`config.mk`:
```
export PLATFORM = sky130hd
export DESIGN_NAME = req_demux_4_32
export DESIGN_NICKNAME = d
export VERILOG_FILES = /design/src/rtl/req_demux_4_32_pkg.sv /design/src/rtl/req_demux_4_32_mux.sv /design/src/rtl/req_demux_4_32.sv
export SDC_FILE = /design/constraint.sdc
export NUM_CORES = 1
export LEC_CHECK = 0
export ABC_AREA = 1
export BUFFER_PORTS_ARGS = -buffer_cell sky130_fd_sc_hd__buf_2
export CELL_PAD_IN_SITES_DETAIL_PLACEMENT = 1
export CELL_PAD_IN_SITES_GLOBAL_PLACEMENT = 2
export CORE_UTILIZATION = 26
export CTS_CLUSTER_SIZE = 24
export DETAILED_ROUTE_END_ITERATION = 8
export PLACE_DENSITY = 0.82
export SYNTH_ARGS = -nofsm -noshare
export SYNTH_HDL_FRONTEND = slang
export SYNTH_SLANG_ARGS = --single-unit
export TNS_END_PERCENT = 5
```
`constraint.sdc`:
```
create_clock -name clk -period 3.65 [get_ports clk]
set_input_delay 0.365 -clock clk [delete_from_list [all_inputs] [get_ports clk]]
set_output_delay 0.365 -clock clk [all_outputs]
set_load 0.02 [all_outputs]
```
`src/rtl/req_demux_4_32_pkg.sv`:
```
// Shared definitions for the request demultiplexer: state encoding,
// target count, select width, response error codes and small helpers.
package req_demux_4_32_pkg;

  localparam int NT        = 4;
  localparam int TGT_SEL_W = 2;

  typedef logic [1:0] state_t;

  localparam state_t ST_IDLE = 2'd0;
  localparam state_t ST_REQ  = 2'd1;
  localparam state_t ST_WAIT = 2'd2;
  localparam state_t ST_RSP  = 2'd3;

  // Value driven on rsp_err for a failed (misaligned or timed-out) transaction.
  localparam logic RSP_ERR = 1'b1;
  localparam logic RSP_OK  = 1'b0;

  // A request is misaligned when either of the two low address bits is set.
  function automatic logic is_misaligned(input logic [1:0] lsb);
    return (lsb != 2'b00);
  endfunction

  // One-hot request-valid pattern for the selected target.
  function automatic logic [NT-1:0] tgt_onehot(input logic [TGT_SEL_W-1:0] sel);
    return 4'b0001 << sel;
  endfunction

endpackage

```
`src/rtl/req_demux_4_32_mux.sv`:
```
// 4:1 read-data selector: picks one target's read data out of the
// concatenated read-data bus using the latched target index.
module req_demux_4_32_mux
  import req_demux_4_32_pkg::*;
#(
  parameter int DW = 32
) (
  input  logic [TGT_SEL_W-1:0] sel,
  input  logic [NT*DW-1:0]     din,
  output logic [DW-1:0]        dout
);

  // Select the DW-wide slice belonging to the addressed target.
  always_comb begin
    case (sel)
      2'd0:    dout = din[0*DW +: DW];
      2'd1:    dout = din[1*DW +: DW];
      2'd2:    dout = din[2*DW +: DW];
      2'd3:    dout = din[3*DW +: DW];
      default: dout = {DW{1'b0}};
    endcase
  end

endmodule

```
`src/rtl/req_demux_4_32.sv`:
```
// Request demultiplexer: accepts one CPU load/store, forwards it to one of
// four targets chosen by address bits, waits for the accept (and read data
// for loads), then returns a single response pulse. A cycle counter aborts
// transactions to targets that never answer.
module req_demux_4_32
  import req_demux_4_32_pkg::*;
#(
  parameter int DW      = 32,
  parameter int SEL_LO  = 8,
  parameter int TIMEOUT = 16
) (
  input  logic             clk,
  input  logic             reset,
  input  logic             in_valid,
  output logic             in_ready,
  input  logic [31:0]      in_addr,
  input  logic             in_we,
  input  logic [3:0]       in_be,
  input  logic [DW-1:0]    in_wdata,
  output logic [NT-1:0]    out_valid,
  input  logic [NT-1:0]    out_ready,
  output logic [31:0]      out_addr,
  output logic             out_we,
  output logic [3:0]       out_be,
  output logic [DW-1:0]    out_wdata,
  input  logic [NT-1:0]    t_rvalid,
  input  logic [NT*DW-1:0] t_rdata,
  output logic             rsp_valid,
  output logic [DW-1:0]    rsp_data,
  output logic             rsp_err
);

  localparam int CW = $clog2(TIMEOUT) + 1;

  state_t                 state_r;
  state_t                 next_state_s;
  logic [TGT_SEL_W-1:0]   sel_r;
  logic [CW-1:0]          cnt_r;
  logic [31:0]            addr_r;
  logic                   we_r;
  logic [3:0]             be_r;
  logic [DW-1:0]          wdata_r;
  logic [DW-1:0]          rsp_data_r;
  logic                   rsp_err_r;
  logic [DW-1:0]          mux_rdata_s;
  logic                   hs_req_s;
  logic                   hs_rd_s;
  logic                   tmo_s;
  logic                   mis_s;

  req_demux_4_32_mux #(.DW(DW)) u_rdata_mux (
    .sel  (sel_r),
    .din  (t_rdata),
    .dout (mux_rdata_s)
  );

  // Only the selected target's handshakes matter; all others are ignored.
  assign hs_req_s = out_ready[sel_r];
  assign hs_rd_s  = t_rvalid[sel_r];
  assign tmo_s    = (cnt_r == CW'(TIMEOUT - 1));
  assign mis_s    = is_misaligned(in_addr[1:0]);

  // State register.
  always_ff @(posedge clk or negedge reset) begin
    if (!reset) begin
      state_r <= ST_IDLE;
    end else begin
      state_r <= next_state_s;
    end
  end

  // Next-state decode; a handshake takes priority over a same-cycle timeout.
  always_comb begin
    next_state_s = state_r;
    case (state_r)
      ST_IDLE: begin
        if (in_valid) begin
          next_state_s = mis_s ? ST_RSP : ST_REQ;
        end else begin
          next_state_s = ST_IDLE;
        end
      end
      ST_REQ: begin
        if (hs_req_s) begin
          next_state_s = we_r ? ST_RSP : ST_WAIT;
        end else if (tmo_s) begin
          next_state_s = ST_RSP;
        end else begin
          next_state_s = ST_REQ;
        end
      end
      ST_WAIT: begin
        if (hs_rd_s || tmo_s) begin
          next_state_s = ST_RSP;
        end else begin
          next_state_s = ST_WAIT;
        end
      end
      ST_RSP:  next_state_s = ST_IDLE;
      default: next_state_s = ST_IDLE;
    endcase
  end

  // Handshake outputs decoded from the state register alone.
  always_comb begin
    in_ready  = 1'b0;
    out_valid = {NT{1'b0}};
    rsp_valid = 1'b0;
    case (state_r)
      ST_IDLE: in_ready  = 1'b1;
      ST_REQ:  out_valid = tgt_onehot(sel_r);
      ST_WAIT: in_ready  = 1'b0;
      ST_RSP:  rsp_valid = 1'b1;
      default: in_ready  = 1'b0;
    endcase
  end

  // Request latches, timeout counter and response registers.
  always_ff @(posedge clk or negedge reset) begin
    if (!reset) begin
      sel_r      <= {TGT_SEL_W{1'b0}};
      cnt_r      <= {CW{1'b0}};
      addr_r     <= 32'h0;
      we_r       <= 1'b0;
      be_r       <= 4'h0;
      wdata_r    <= {DW{1'b0}};
      rsp_data_r <= {DW{1'b0}};
      rsp_err_r  <= RSP_OK;
    end else begin
      case (state_r)
        ST_IDLE: begin
          if (in_valid) begin
            addr_r     <= in_addr;
            we_r       <= in_we;
            be_r       <= in_be;
            wdata_r    <= in_wdata;
            sel_r      <= in_addr[SEL_LO+1:SEL_LO];
            cnt_r      <= {CW{1'b0}};
            rsp_data_r <= {DW{1'b0}};
            rsp_err_r  <= mis_s ? RSP_ERR : RSP_OK;
          end
        end
        ST_REQ: begin
          if (hs_req_s) begin
            cnt_r     <= {CW{1'b0}};
            rsp_err_r <= RSP_OK;
          end else if (tmo_s) begin
            rsp_data_r <= {DW{1'b0}};
            rsp_err_r  <= RSP_ERR;
          end else begin
            cnt_r <= cnt_r + CW'(1);
          end
        end
        ST_WAIT: begin
          if (hs_rd_s) begin
            rsp_data_r <= mux_rdata_s;
            rsp_err_r  <= RSP_OK;
          end else if (tmo_s) begin
            rsp_data_r <= {DW{1'b0}};
            rsp_err_r  <= RSP_ERR;
          end else begin
            cnt_r <= cnt_r + CW'(1);
          end
        end
        ST_RSP:  cnt_r <= {CW{1'b0}};
        default: cnt_r <= {CW{1'b0}};
      endcase
    end
  end

  assign out_addr  = addr_r;
  assign out_we    = we_r;
  assign out_be    = be_r;
  assign out_wdata = wdata_r;
  assign rsp_data  = rsp_data_r;
  assign rsp_err   = rsp_err_r;

endmodule

```
==> results_dict.tcl <==
set metrics [dict create \
    max_cap_viol_count 0 \
    grt_max_degree 62 \
    io_pins 316 \
    switchingPower_uw 3040 \
    drive_above_1_share 0.438 \
    die_w_um 152 \
    rows 54 \
    syn_area_mm2 0.00583 \
    swShare 0.469 \
    post-place-ws_ps 1380 \
    core_mm2 0.0219 \
    dieHeight_um 152 \
    pwr-share-seq 0.304 \
    internal-power_uw 3440 \
    slew_violations 0 \
    crit_path_max_fanout 33 \
    grt_first_pass_wirelength_um 30700 \
    slew_headroom 0.533 \
    syn_inst 672 \
    cts_buffer_depth 2 \
    routabilityCongestion 0.723 \
    hold_viol 0 \
    finalSetupViolCount 0 \
    cts_buffers 9 \
    antenna_found_initial 1 \
    worstSetupEndpointType "register" \
    detail-route-antenna-nets 0 \
    initial_core_util 0.266 \
    gr-total-overflow 0 \
    fin_crit_sh 0.607 \
    leakagePower_uw 0.00425 \
    synth_largest_area_cell "dfrtp_1" \
    post_cts_resized 0 \
    synth.avg_cell_area_um2 8.68 \
    synth_top_area_share 0.468 \
    required_ps 3940 \
    status "finished clean" \
    clk_pin_slew_ps 90 \
    synthTopCellsByArea "dfrtp_1 47%, nand2_1 15%, mux2_2 13%, nand3_1 6.8%, o21ai_0 2.4%" \
    first_iter_violations 126 \
    synth-seq-area-share 0.468 \
    wl_per_cell_um 16.5 \
    arrival_ps 2500 \
    drt_wl_total_um 20600 \
    cts_tree "done" \
    grtUsageTotal 0.175 \
    drt-vias-per-instance 4.64 \
    die_area_mm2 0.0230 \
    syn_nets 885 \
    hold_class "in2async" \
    combinationalPowerShare 0.528 \
    cts_setup_buffers 0 \
    dr.pass1.iters 4 \
    post-route-drc-count 0 \
    postCtsHoldBufs 0 \
    period_needed_ps 2210 \
    n_antenna_cell 0 \
    finalNetCount 1175 \
    pwr_density_cell_mw_per_mm2 821 \
    finalClockSkew_ps 11.3 \
    areaGrowthSynthToFinish_pct 35.3 \
    crit_type "reg2reg" \
    clock_latency_ps 360 \
    dp_hpwl_um 15500 \
    yosysWarnings 0 \
    fillers 2718 \
    synth-seq-cells 109 \
    synth.distinct_cells 32 \
    cts-root-buf "clkbuf_16" \
    finalPower_uw 6480 \
    num_vias 5784 \
    pwr-share-clk 0.168 \
    worst_ir_drop_vdd_uv 388 \
    port_buffers 315 \
    tns_ps 0 \
    fin_ws_ps 1440 \
    htree_levels 3 \
    fmax_mhz 452 \
    rsz0062_at_grt "no" \
    grt_pass1_vias 5949 \
    start_kind "register" \
    worst_pin_slew_ps 700 \
    numClockSinks 109 \
]
kinds of logic after synthesis:
family,share of synthesized area
AOI/OAI and AO/OA,0.0436
xor gates and xnor gates,0.00150
adders and majority gates,0.0107
buffers and inverters,0.0562
DFF,0.468
muxes,0.129
and+or+nand+nor,0.291
synthesized netlist by cell type:
cell type / n
a21oi_1: 7
a31oi_1: 10
and2_1: 1
buf_2: 22
buf_4: 4
buf_6: 8
clkbuf_1: 6
dfrtp_1: 109
ha_1: 5
inv_1: 12
inv_2: 4
inv_4: 1
inv_6: 1
mux2_2: 67
nand2_1: 236
nand2_2: 3
nand2_4: 2
nand3_1: 79
nand3_2: 1
nand4_1: 12
nor2_1: 23
nor2_2: 1
nor2_4: 2
nor2_8: 1
nor3_1: 2
o2111ai_1: 1
o211ai_1: 1
o21ai_0: 28
or2_0: 2
or2_1: 15
or2_2: 5
xnor2_1: 1
metrics by stage:
step | hold WS, ps | utilization | instance area [µm²] | cells
after floorplan | 69.4 | - | 5830 | 672
after global placement | 435 | 0.345 | 7550 | 1231
after detailed placement | 426 | 0.345 | 7550 | 1231
after CTS | 25.8 | 0.360 | 7890 | 1247
after global routing | 47.0 | 0.360 | 7890 | 1247
final | 7.56 | 0.360 | 7890 | 1247
worst max-delay path, cell delays in order (launching register included):
cell and delay [ps]:
dfrtp_1 390, inv_1 70, ha_1 250, inv_1 100, nor2_1 50, nor2_1 280, nand2_4 330, nor2_8 490
nand2_1 110, nand2_1 70
worst paths after layout:
path | from | end | slack [ps] | depth (start not counted)
setup / recovery | state_r[0]$_DFF_PN0_ | rsp_data[18]$_DFFE_PN0P_ | 1440 | 9
hold / removal | reset | out_addr[22]$_DFFE_PN0P_ | 8 | 1
setup reg to reg | state_r[0]$_DFF_PN0_ | rsp_data[18]$_DFFE_PN0P_ | 1440 | 9
hold reg to reg | out_be[0]$_DFFE_PN0P_ | out_be[0]$_DFFE_PN0P_ | 500 | 1
max in group asynchronous | reset | rsp_data[9]$_DFFE_PN0P_ | 2850 | 2
min in group clk | in_addr[24] | out_addr[24]$_DFFE_PN0P_ | 230 | 2
routing by layer:
layer  vias up  GRT usage  part of all wire
met5         -          0           0.00063
met4         2     0.0411             0.010
met3        17     0.0677              0.10
met2       212      0.311              0.48
met1      2758      0.196              0.40
li1       2795          -                 -
registers in the layout, indices dropped and copies added (netlist names):
signal and count:
out_wdata 32, sel_r 1, cnt_r 5, rsp_err 1
out_addr 31, rsp_data 32, state_r 2, out_we 1
out_be 4
cell type report:
type	instances	area (µm²)	area share
Clock buffer	9	225	0.0285
Clock inverter	7	113	0.0143
Inverter	18	75.1	0.00951
Multi-Input combinational cell	505	2780	0.352
Sequential cell	109	2730	0.346
Tap cell	280	350	0.0444
Timing Repair Buffer	319	1620	0.205
cell usage in the layout (no fill, tap or decap):
master     count
buf_2        314
nand2_1      235
dfrtp_1      109
nand3_1       79
mux2_2        67
o21ai_0       28
nor2_1        23
or2_1         15
inv_1         12
nand4_1       12
a31oi_1       10
clkbuf_16      9
a21oi_1        7
or2_2          5
ha_1           5
inv_2          4
nand2_2        4
buf_4          4
inv_8          3
clkinv_8       3
nand2_4        2
nor3_1         2
nor2_4         2
or2_0          2
nor2_2         1
inv_6          1
o2111ai_1      1
o211ai_1       1
nand3_2        1
inv_4          1
nor2_8         1
xnor2_1        1
and2_1         1
bufinv_16      1
buf_12         1
power by group through the flow:
stage	logic, µW	registers [µW]	clock network, µW
floorplan	1880	2530	0
global placement	3460	1960	0
detailed placement	3500	1990	0
CTS	3520	1970	1140
global route	3780	2040	1170
finish	3420	1970	1090
(Power assumes the default switching activity.)
